$ cat config.mk
export PLATFORM = sky130hd
export DESIGN_NAME = cache_controller_flat
export DESIGN_NICKNAME = d
export VERILOG_FILES = /design/src/rtl/cache_controller_if.sv /design/src/rtl/cache_controller.sv /design/src/flat_wrapper.sv
export SDC_FILE = /design/constraint.sdc
export NUM_CORES = 1
export LEC_CHECK = 0
export CELL_PAD_IN_SITES_DETAIL_PLACEMENT = 1
export CELL_PAD_IN_SITES_GLOBAL_PLACEMENT = 1
export CORE_AREA = 2 2 105 107
export DETAILED_ROUTE_END_ITERATION = 6
export DIE_AREA = 0 0 107 109
export DONT_BUFFER_PORTS = 1
export PLACE_DENSITY = 0.8
export SLEW_MARGIN = 15
export SYNTH_ARGS = -nofsm -noshare
export SYNTH_HDL_FRONTEND = slang
export SYNTH_SLANG_ARGS = --single-unit
$ cat constraint.sdc
create_clock -name clk -period 3.33 [get_ports clk]
set_clock_uncertainty 0.1 [all_clocks]
set_input_delay 0.333 -clock clk [delete_from_list [all_inputs] [get_ports clk]]
set_output_delay 0.333 -clock clk [all_outputs]
set_load 0.03 [all_outputs]
$ cat src/rtl/cache_controller_if.sv
// Signal bundle between the cache controller and its CPU, tag RAM and main memory.
// The master modport is the controller's view; slave is the surrounding system.
interface cache_controller_if #(
  parameter int INDEX      = 3,
  parameter int MEMORYBITS = 5,
  parameter int DATAWIDTH  = 8
);
  logic                        cpu_req;
  logic                        cpu_we;
  logic [MEMORYBITS-1:0]       cpu_addr;
  logic [DATAWIDTH-1:0]        cpu_wdata;
  logic [DATAWIDTH-1:0]        cpu_rdata;
  logic                        cpu_ready;
  logic                        busy;
  logic [INDEX-1:0]            tag_index;
  logic                        tag_read;
  logic                        tag_write;
  logic [MEMORYBITS-INDEX-1:0] tag_wdata;
  logic [MEMORYBITS-INDEX-1:0] tag_rdata;
  logic [MEMORYBITS-1:0]       mem_addr;
  logic                        mem_rd;
  logic                        mem_wr;
  logic [DATAWIDTH-1:0]        mem_wdata;
  logic [DATAWIDTH-1:0]        mem_rdata;
  logic                        mem_ack;
  logic [7:0]                  hit_count;
  logic [7:0]                  miss_count;

  modport master (
    input  cpu_req, cpu_we, cpu_addr, cpu_wdata, tag_rdata, mem_rdata, mem_ack,
    output cpu_rdata, cpu_ready, busy, tag_index, tag_read, tag_write, tag_wdata,
           mem_addr, mem_rd, mem_wr, mem_wdata, hit_count, miss_count
  );

  modport slave (
    output cpu_req, cpu_we, cpu_addr, cpu_wdata, tag_rdata, mem_rdata, mem_ack,
    input  cpu_rdata, cpu_ready, busy, tag_index, tag_read, tag_write, tag_wdata,
           mem_addr, mem_rd, mem_wr, mem_wdata, hit_count, miss_count
  );
endinterface

$ cat src/rtl/cache_controller.sv
// Direct-mapped write-through cache controller: owns valid bits and data array,
// drives an external registered tag RAM and sequences refills/write-throughs.
module cache_controller #(
  parameter int INDEX      = 3,
  parameter int CACHESIZE  = 8,
  parameter int MEMORYBITS = 5,
  parameter int DATAWIDTH  = 8
) (
  input logic                clk,
  input logic                reset,
  cache_controller_if.master cif
);
  localparam int TAGBITS = MEMORYBITS - INDEX;

  typedef enum logic [2:0] {
    IDLE   = 3'd0,
    LOOKUP = 3'd1,
    MEM_RD = 3'd2,
    FILL   = 3'd3,
    MEM_WR = 3'd4,
    DONE   = 3'd5
  } state_t;

  state_t                state_r;
  state_t                next_state_s;
  logic [MEMORYBITS-1:0] addr_r;
  logic                  we_r;
  logic [DATAWIDTH-1:0]  wdata_r;
  logic [DATAWIDTH-1:0]  fill_r;
  logic [DATAWIDTH-1:0]  cpu_rdata_r;
  logic [CACHESIZE-1:0]  valid_r;
  logic [DATAWIDTH-1:0]  data_r [CACHESIZE];
  logic [7:0]            hit_count_r;
  logic [7:0]            miss_count_r;
  logic                  cpu_ready_r;
  logic                  busy_r;
  logic                  tag_write_r;
  logic                  mem_rd_r;
  logic                  mem_wr_r;
  logic [INDEX-1:0]      idx_s;
  logic [TAGBITS-1:0]    tag_s;
  logic                  hit_s;

  function automatic logic [7:0] sat_inc(input logic [7:0] v);
    return (v == 8'hFF) ? v : v + 8'd1;
  endfunction

  assign idx_s = addr_r[INDEX-1:0];
  assign tag_s = addr_r[MEMORYBITS-1:INDEX];
  // tag_rdata is only meaningful in LOOKUP, one clock after the IDLE tag_read
  assign hit_s = valid_r[idx_s] & (cif.tag_rdata == tag_s);

  // Next-state decode
  always_comb begin
    next_state_s = state_r;
    case (state_r)
      IDLE:    next_state_s = cif.cpu_req ? LOOKUP : IDLE;
      LOOKUP: begin
        if (we_r) begin
          next_state_s = MEM_WR;
        end else if (hit_s) begin
          next_state_s = DONE;
        end else begin
          next_state_s = MEM_RD;
        end
      end
      MEM_RD:  next_state_s = cif.mem_ack ? FILL : MEM_RD;
      FILL:    next_state_s = DONE;
      MEM_WR:  next_state_s = cif.mem_ack ? DONE : MEM_WR;
      DONE:    next_state_s = IDLE;
      default: next_state_s = IDLE;
    endcase
  end

  // State register and state-decoded control outputs, registered from next state
  always_ff @(posedge clk or posedge reset) begin
    if (reset) begin
      state_r     <= IDLE;
      cpu_ready_r <= 1'b0;
      busy_r      <= 1'b0;
      tag_write_r <= 1'b0;
      mem_rd_r    <= 1'b0;
      mem_wr_r    <= 1'b0;
    end else begin
      state_r     <= next_state_s;
      cpu_ready_r <= (next_state_s == DONE);
      busy_r      <= (next_state_s != IDLE);
      tag_write_r <= (next_state_s == FILL);
      mem_rd_r    <= (next_state_s == MEM_RD);
      mem_wr_r    <= (next_state_s == MEM_WR);
    end
  end

  // Request latch, valid bits, refill capture, read data and counters
  always_ff @(posedge clk or posedge reset) begin
    if (reset) begin
      addr_r       <= '0;
      we_r         <= 1'b0;
      wdata_r      <= '0;
      fill_r       <= '0;
      cpu_rdata_r  <= '0;
      valid_r      <= '0;
      hit_count_r  <= 8'd0;
      miss_count_r <= 8'd0;
    end else begin
      case (state_r)
        IDLE: begin
          if (cif.cpu_req) begin
            addr_r  <= cif.cpu_addr;
            we_r    <= cif.cpu_we;
            wdata_r <= cif.cpu_wdata;
          end
        end
        LOOKUP: begin
          if (hit_s) begin
            hit_count_r <= sat_inc(hit_count_r);
          end else begin
            miss_count_r <= sat_inc(miss_count_r);
          end
          if (!we_r && hit_s) begin
            cpu_rdata_r <= data_r[idx_s];
          end
        end
        MEM_RD: begin
          if (cif.mem_ack) begin
            fill_r <= cif.mem_rdata;
          end
        end
        FILL: begin
          valid_r[idx_s] <= 1'b1;
          cpu_rdata_r    <= fill_r;
        end
        default: begin
        end
      endcase
    end
  end

  // Data array: updated on write hit and on refill; contents survive reset
  always_ff @(posedge clk) begin
    if ((state_r == LOOKUP) && we_r && hit_s) begin
      data_r[idx_s] <= wdata_r;
    end else if (state_r == FILL) begin
      data_r[idx_s] <= fill_r;
    end
  end

  // The tag lookup must be launched combinationally so tag_rdata is ready in LOOKUP
  assign cif.tag_read   = (state_r == IDLE) & cif.cpu_req & ~reset;
  assign cif.tag_index  = (state_r == IDLE) ? cif.cpu_addr[INDEX-1:0] : idx_s;
  assign cif.tag_write  = tag_write_r;
  assign cif.tag_wdata  = tag_s;
  assign cif.cpu_rdata  = cpu_rdata_r;
  assign cif.cpu_ready  = cpu_ready_r;
  assign cif.busy       = busy_r;
  assign cif.mem_addr   = addr_r;
  assign cif.mem_rd     = mem_rd_r;
  assign cif.mem_wr     = mem_wr_r;
  assign cif.mem_wdata  = wdata_r;
  assign cif.hit_count  = hit_count_r;
  assign cif.miss_count = miss_count_r;
endmodule

$ cat src/flat_wrapper.sv
// flat-port wrapper written by rule: the top's interface ports become plain ports
module cache_controller_flat 
#(
  parameter int INDEX      = 3,
  parameter int CACHESIZE  = 8,
  parameter int MEMORYBITS = 5,
  parameter int DATAWIDTH  = 8
)
  (clk, reset, cif_cpu_req, cif_cpu_we, cif_cpu_addr, cif_cpu_wdata, cif_tag_rdata, cif_mem_rdata, cif_mem_ack, cif_cpu_rdata, cif_cpu_ready, cif_busy, cif_tag_index, cif_tag_read, cif_tag_write, cif_tag_wdata, cif_mem_addr, cif_mem_rd, cif_mem_wr, cif_mem_wdata, cif_hit_count, cif_miss_count);
  cache_controller_if #(.INDEX(INDEX), .MEMORYBITS(MEMORYBITS), .DATAWIDTH(DATAWIDTH)) cif_i ();
  input logic clk;
  input logic reset;
  input wire logic [$bits(cif_i.cpu_req)-1:0] cif_cpu_req;
  input wire logic [$bits(cif_i.cpu_we)-1:0] cif_cpu_we;
  input wire logic [$bits(cif_i.cpu_addr)-1:0] cif_cpu_addr;
  input wire logic [$bits(cif_i.cpu_wdata)-1:0] cif_cpu_wdata;
  input wire logic [$bits(cif_i.tag_rdata)-1:0] cif_tag_rdata;
  input wire logic [$bits(cif_i.mem_rdata)-1:0] cif_mem_rdata;
  input wire logic [$bits(cif_i.mem_ack)-1:0] cif_mem_ack;
  output wire logic [$bits(cif_i.cpu_rdata)-1:0] cif_cpu_rdata;
  output wire logic [$bits(cif_i.cpu_ready)-1:0] cif_cpu_ready;
  output wire logic [$bits(cif_i.busy)-1:0] cif_busy;
  output wire logic [$bits(cif_i.tag_index)-1:0] cif_tag_index;
  output wire logic [$bits(cif_i.tag_read)-1:0] cif_tag_read;
  output wire logic [$bits(cif_i.tag_write)-1:0] cif_tag_write;
  output wire logic [$bits(cif_i.tag_wdata)-1:0] cif_tag_wdata;
  output wire logic [$bits(cif_i.mem_addr)-1:0] cif_mem_addr;
  output wire logic [$bits(cif_i.mem_rd)-1:0] cif_mem_rd;
  output wire logic [$bits(cif_i.mem_wr)-1:0] cif_mem_wr;
  output wire logic [$bits(cif_i.mem_wdata)-1:0] cif_mem_wdata;
  output wire logic [$bits(cif_i.hit_count)-1:0] cif_hit_count;
  output wire logic [$bits(cif_i.miss_count)-1:0] cif_miss_count;
  assign cif_i.cpu_req = cif_cpu_req;
  assign cif_i.cpu_we = cif_cpu_we;
  assign cif_i.cpu_addr = cif_cpu_addr;
  assign cif_i.cpu_wdata = cif_cpu_wdata;
  assign cif_i.tag_rdata = cif_tag_rdata;
  assign cif_i.mem_rdata = cif_mem_rdata;
  assign cif_i.mem_ack = cif_mem_ack;
  assign cif_cpu_rdata = cif_i.cpu_rdata;
  assign cif_cpu_ready = cif_i.cpu_ready;
  assign cif_busy = cif_i.busy;
  assign cif_tag_index = cif_i.tag_index;
  assign cif_tag_read = cif_i.tag_read;
  assign cif_tag_write = cif_i.tag_write;
  assign cif_tag_wdata = cif_i.tag_wdata;
  assign cif_mem_addr = cif_i.mem_addr;
  assign cif_mem_rd = cif_i.mem_rd;
  assign cif_mem_wr = cif_i.mem_wr;
  assign cif_mem_wdata = cif_i.mem_wdata;
  assign cif_hit_count = cif_i.hit_count;
  assign cif_miss_count = cif_i.miss_count;
  cache_controller #(.INDEX(INDEX), .CACHESIZE(CACHESIZE), .MEMORYBITS(MEMORYBITS), .DATAWIDTH(DATAWIDTH)) u_core (.clk(clk), .reset(reset), .cif(cif_i));
endmodule
Yosys cells after proc, flatten, opt, wreduce, memory -nomap -nowiden
Memories as Yosys holds them, arrays and structs flattened. Index checks and enable logic that the tools add are counted.

Flip-flop bits (word level): 62. Memory bits (writable): 64. Bits of input ports: 28. Output and inout bits: 48. Logic and storage cells: 72. Memories: 1.

Memories: u_core.data_r (words 8, bits a word 8, rd ports 1, clocked after Yosys merged registers in 0, wr ports 1, line cache_controller.sv:32) `logic [DATAWIDTH-1:0] data_r [CACHESIZE];`.

Add/sub/neg operators: 2. Magnitude comparators: 2. Equal/unequal tests: 12. Mux-type cells: 19. Bitwise logic cells: 9. Reduce and logical (&&, ||, !) cells: 13.

Operators with widths (count): adder 8 x 1 -> 8 bit (second input constant) (2); equality test 8 bit (second input constant) (2); 2-to-1 mux 8 bit (2); one-hot mux 8 bit (2 select lines) (1); one-hot mux 3 bit (5 select lines) (1); equality test 3 x 2 -> 1 bit (second input constant) (4); 2-to-1 mux 1 bit (10); equality test 3 bit (second input constant) (3); 2-to-1 mux 3 bit (3); bitwise OR 8 bit (1); AND reduction 2 bit (3); AND reduction 3 bit (2); logical AND 1 bit (4); < comparator 3 x 4 -> 1 bit (second input constant) (1); NOT 1 bit (4); AND 1 bit (3); binary-select mux 1 bit (select 3 bit) (1); demux 1 bit (select 3 bit) (1); equality test 3 x 1 -> 1 bit (second input constant) (1); >= comparator 3 x 1 -> 1 bit (second input constant) (1); zero test 3 bit (1); nonzero test 3 bit (1); equality test 2 bit (1); != test 2 x 1 -> 1 bit (second input constant) (1); other kinds (3) (3).

Longest topological paths before layout
Depth in word-level cells: 7. Gate-level depth with buffers: 8. Depth with buffers taken out: 6.

Worst setup path before layout
No wires, ideal clock.

Path kind: register -> register. Start: reg u_core.addr_r[0], in the netlist u_core.cif.mem_addr[0]. End: mem u_core.data_r[4][0], enable pin. Library setup time: 383 ps. Arrival time: 2387 ps. Path slack: 460 ps. Cell stages (with the launch flop): 7. Clock period less this slack: 2870 ps. Cells stage by stage: dfrtp_1 buf_6 mux2i_1 mux4_2 o31ai_1 nand3_1 nor3_1.

Longest elaborated chain between the ends: 7.

Ends and longest elaborated chain: start: declaration (line cache_controller.sv:26) `logic [MEMORYBITS-1:0] addr_r;`; start signal: assignment (line cache_controller.sv:109) `addr_r <= cif.cpu_addr;`; binary-select mux 1 bit (select 3 bit) (line cache_controller.sv:51) `assign hit_s = valid_r[idx_s] & (cif.tag_rdata == tag_s);`; 2-to-1 mux 1 bit (not written as such) (line cache_controller.sv:51); AND 1 bit (line cache_controller.sv:51); logical AND 1 bit (line cache_controller.sv:141) `if ((state_r == LOOKUP) && we_r && hit_s) begin`; 2-to-1 mux 1 bit (line cache_controller.sv:141); 2-to-1 mux 1 bit (on tied branches) (line cache_controller.sv:142, cache_controller.sv:144); bitwise OR 1 bit (no line); end: declaration (line cache_controller.sv:32).

Parallel ways exist; a longest one is shown, timed or not. The select of a mux whose other input is x is not followed.

Worst setup path after layout
Start: reg u_core.addr_r[0], in the netlist u_core.cif.mem_addr[0]. End: mem u_core.data_r[7][2], enable pin.

Same word-level chain as after synthesis.

==> impl_metrics.py <==
metrics = {
    "finish": {
        "post_route_cells_drive_above_1_share_pct": 21.4,
        "finish.net_count": 456,
        "fin_cells": 579,
        "layout.filler_cells": 997,
        "postLayoutCoreUtil_pct": 60.7,
        "layout.cell_area.non_filler_um2": 6440,
        "area.growth.synth_to_final_pct": 19.4,
        "layout_common_cells": "edfxtp_1 (64), dfrtp_1 (62), nand2_1 (41)",
        "mostFrequentLayoutCell": "edfxtp_1",
        "diodes": 0,
    },
    "detailed_routing": {
        "wl_per_cell_um": 26.1,
        "drc": 0,
        "topRoutingLayerUsed": "met4",
        "met2WireLength_um": 7840,
        "vias_per_cell": 6.20,
        "drtIter0Drc": 325,
        "remaining_antenna_violation_count_after_routing": 0,
        "vias": 3590,
        "drt_pre_antenna_iters": 4,
        "route.final.wire_length_um": 15100,
        "met1Wirelength_um": 5980,
        "met3RoutedLength_um": 901,
    },
    "synthesis": {
        "yosysWarningCount": 0,
        "synth_compound_area_share_pct": 7.27,
        "synth_top_family_by_area": "multiplexers",
        "synth-main-ff-cell": "edfxtp_1",
        "top_post_synthesis_cells_by_area": "edfxtp_1 (36%), dfrtp_1 (29%), mux2_2 (6.9%)",
        "number_of_flops_mapped_to_enable_cells_by_yosys": 64,
        "synth_area_leader_cell": "edfxtp_1",
        "postSynthNetCount": 418,
        "synth-seq-area-share_pct": 64.4,
        "synth_cells": 388,
        "yosys-mux-area-fraction_pct": 12.3,
        "synthSimpleGateAreaFrac_pct": 10.8,
        "postSynthAreaPerCell_um2": 13.9,
        "synth-xor-area-share_pct": 2.41,
        "ys_async_sr_fraction_pct": 49.2,
        "synthesis.area_um2": 5390,
        "yosys_register_bits": 126,
        "synth.lib_cells_used.distinct": 53,
        "synth_top_area_share_pct": 35.7,
        "synth_adder_area_share_pct": 0.464,
    },
    "floorplanning": {
        "initial_cell_density_of_the_core_pct": 50.8,
        "core.rowCount": 38,
        "core_um2": 10600,
        "chipHeight_um": 109,
        "ios": 76,
        "die_area_um2": 11700,
        "chipWidth_um": 107,
    },
    "placed_design": {
        "post-place-cells": 522,
        "dp.final_hpwl_um": 9050,
        "port-buffer-count": 0,
        "placement.cell_area_um2": 5570,
        "preCtsSetupSlack_ns": 0.356,
        "gp_congestion": 0.883,
    },
    "power": {
        "cellLeakagePower_nw": 2.53,
        "clockPowerShare_pct": 28.0,
        "p_per_area_nw_per_um2": 1060,
        "p_seq_share_pct": 41.5,
        "ir_worst_vdd_mv": 0.642,
        "switching_share_pct": 40.2,
        "power.net_switching_mw": 2.75,
        "p_int_mw": 4.09,
        "power_frac_comb_pct": 30.4,
    },
    "job": {
        "max_cap_violations": 0,
    },
    "worst_setup_path": {
        "crit_path_max_fanout": 8,
        "timing.critical_path.required_ns": 3.38,
        "path_cells": "mux2i_1 -> mux4_2 -> o31ai_1 -> nand3_1 -> nor2_1",
        "cp_top_family": "simple AND/OR/NAND/NOR gates",
        "crit_path_start_kind": "register",
        "timing.critical_path.slowest_cell_delay_ns": 0.67,
        "setup.worst_path.class": "reg2reg",
        "worst-path-buf-inv": 0,
        "endpoint_kind": "register",
        "cpMaxStageDelayCell": "nor2_1",
        "critical_path_arrival_ns": 3.25,
    },
    "timing": {
        "timing.final.max_slew_violations": 0,
        "finalSetupViolations": 0,
        "final_hold_viol_count": 0,
        "worstMarginPinSlew_ns": 0.806,
        "max_slew_headroom_at_the_worst_pin_pct": 46.3,
        "grt_setup_unrepaired": "yes",
        "timing.final.ws_setup_ns": 0.127,
        "fin_crit_sh_pct": 96.2,
        "setup_total_negative_slack_ns": 0,
        "min_period_ns": 3.20,
        "max_clock_freq_mhz": 312,
    },
    "clock_network": {
        "clock_root_buffer": "clkbuf_8",
        "h_tree_levels": 4,
        "cells_resized_by_post_cts_repair": 0,
        "tritoncts.num_buffers": 17,
        "max-clock-path-buffers": 2,
        "clock_latency_ns": 0.53,
        "cts_num_sinks": 126,
        "cts_setup_buffers": 0,
        "cts_tree": "yes",
        "worst_setup_hold_path_clk_slew_ns": 0.06,
    },
    "min_path": {
        "holdCritPathClass": "in2reg",
    },
    "global_routing": {
        "global_route_congestion_overflow_total": 0,
        "initial_antenna_violation_count": 0,
        "first_global_vias": 3876,
        "global_route.usage.total_pct": 28.2,
        "maximum_number_of_pins_on_one_net_before_global_route_repair": 63,
        "grt_pass1_wl_um": 23400,
    },
    "status": {
        "status": "finished clean",
    },
}
final timing paths:
kind,start,slack (ns),depth (start not counted),endpoint
max in group asynchronous,reset,2.12,3,u_core.valid_r[1]$_DFFE_PP0P_
setup reg to reg,u_core.cif.mem_addr[0]$_DFFE_PP0P_,0.13,5,u_core.data_r[7][2]$_DFFE_PP_
hold / removal,cif_cpu_req,0.04,3,u_core.state_r[0]$_DFF_PP0_
setup / recovery,u_core.cif.mem_addr[0]$_DFFE_PP0P_,0.13,5,u_core.data_r[7][2]$_DFFE_PP_
hold reg to reg,u_core.valid_r[3]$_DFFE_PP0P_,0.37,1,u_core.valid_r[3]$_DFFE_PP0P_
min in group asynchronous,reset,0.48,3,u_core.cif.cpu_rdata[0]$_DFFE_PP0P_
metrics by stage:
stage / power, mW / hold WS, ns
after CTS: 6.80 / 0.0254
after global placement: 4.73 / 0.346
after detailed placement: 4.84 / 0.360
final: 6.84 / 0.0351
after floorplan: 4.22 / 0.327
after global routing: 7.12 / 0.0460
cells by family after synthesis:
logic type	count (synthesis)
AOI/OAI and AO/OA	53
and+or+nand+nor	114
xor gates and xnor gates	14
DFF	126
adders and majority gates	2
muxes	54
buffers and inverters	25
power groups by stage:
stage	Combinational (mW)	Sequential, mW	Clock, mW
3_3_place_gp	1.90	2.82	0
2_1_floorplan	1.44	2.78	0
5_1_grt	2.24	2.89	1.99
6_report	2.08	2.84	1.92
4_1_cts	2.05	2.83	1.92
3_5_place_dp	1.99	2.85	0
worst min-delay path, cell delays in order:
cell and delay, ns:
mux2_2 0.15, nand2_1 0.05, o311ai_0 0.08
flip-flops by register name, indices dropped and copies added (netlist names):
signal                 cells
u_core.cif.hit_count       8
u_core.we_r                1
u_core.cif.mem_rd          1
u_core.cif.mem_wr          1
u_core.cif.mem_addr        5
u_core.cif.mem_wdata       8
u_core.cif.cpu_rdata       8
u_core.state_r             3
u_core.data_r             64
u_core.cif.busy            1
u_core.cif.tag_write       1
u_core.fill_r              8
u_core.valid_r             8
u_core.cif.miss_count      8
u_core.cif.cpu_ready       1
timing repair:
| action | CTS | global route |
|---|---|---|
| setup endpoints to repair | 0 | 7 |
| hold buffers | 25 | 0 |
| endpoints found under the hold margin | 89 | 0 |
metal layers:
layer | vias to the layer above | track usage (%)
met5 | - | 0
li1 | 1536 | -
met2 | 147 | 49.1
met3 | 32 | 7.35
met1 | 1875 | 33.8
met4 | 0 | 10.9
layout make-up:
type,instances,area (um^2),area share (%)
clock buffers,21,492,7.64
clock inverters,11,128,1.98
inverters,4,15.0,0.233
multi-input cells,237,1790,27.8
flip-flops and latches,126,3470,54.0
well taps,140,175,2.72
repair buffers,40,363,5.64
synthesized netlist by cell type, drive strengths merged, types with 6 or more instances:
| cell type | n |
|---|---|
| edfxtp | 64 |
| dfrtp | 62 |
| nand2 | 41 |
| mux2 | 33 |
| nor2 | 21 |
| mux2i | 15 |
| buf | 14 |
| nand3 | 11 |
| o21ai | 8 |
| xnor2 | 8 |
| and3 | 7 |
| clkbuf | 7 |
| nand2b | 7 |
| mux4 | 6 |
| nand4 | 6 |
| nor2b | 6 |
| xor2 | 6 |
(Power assumes the default switching activity.)
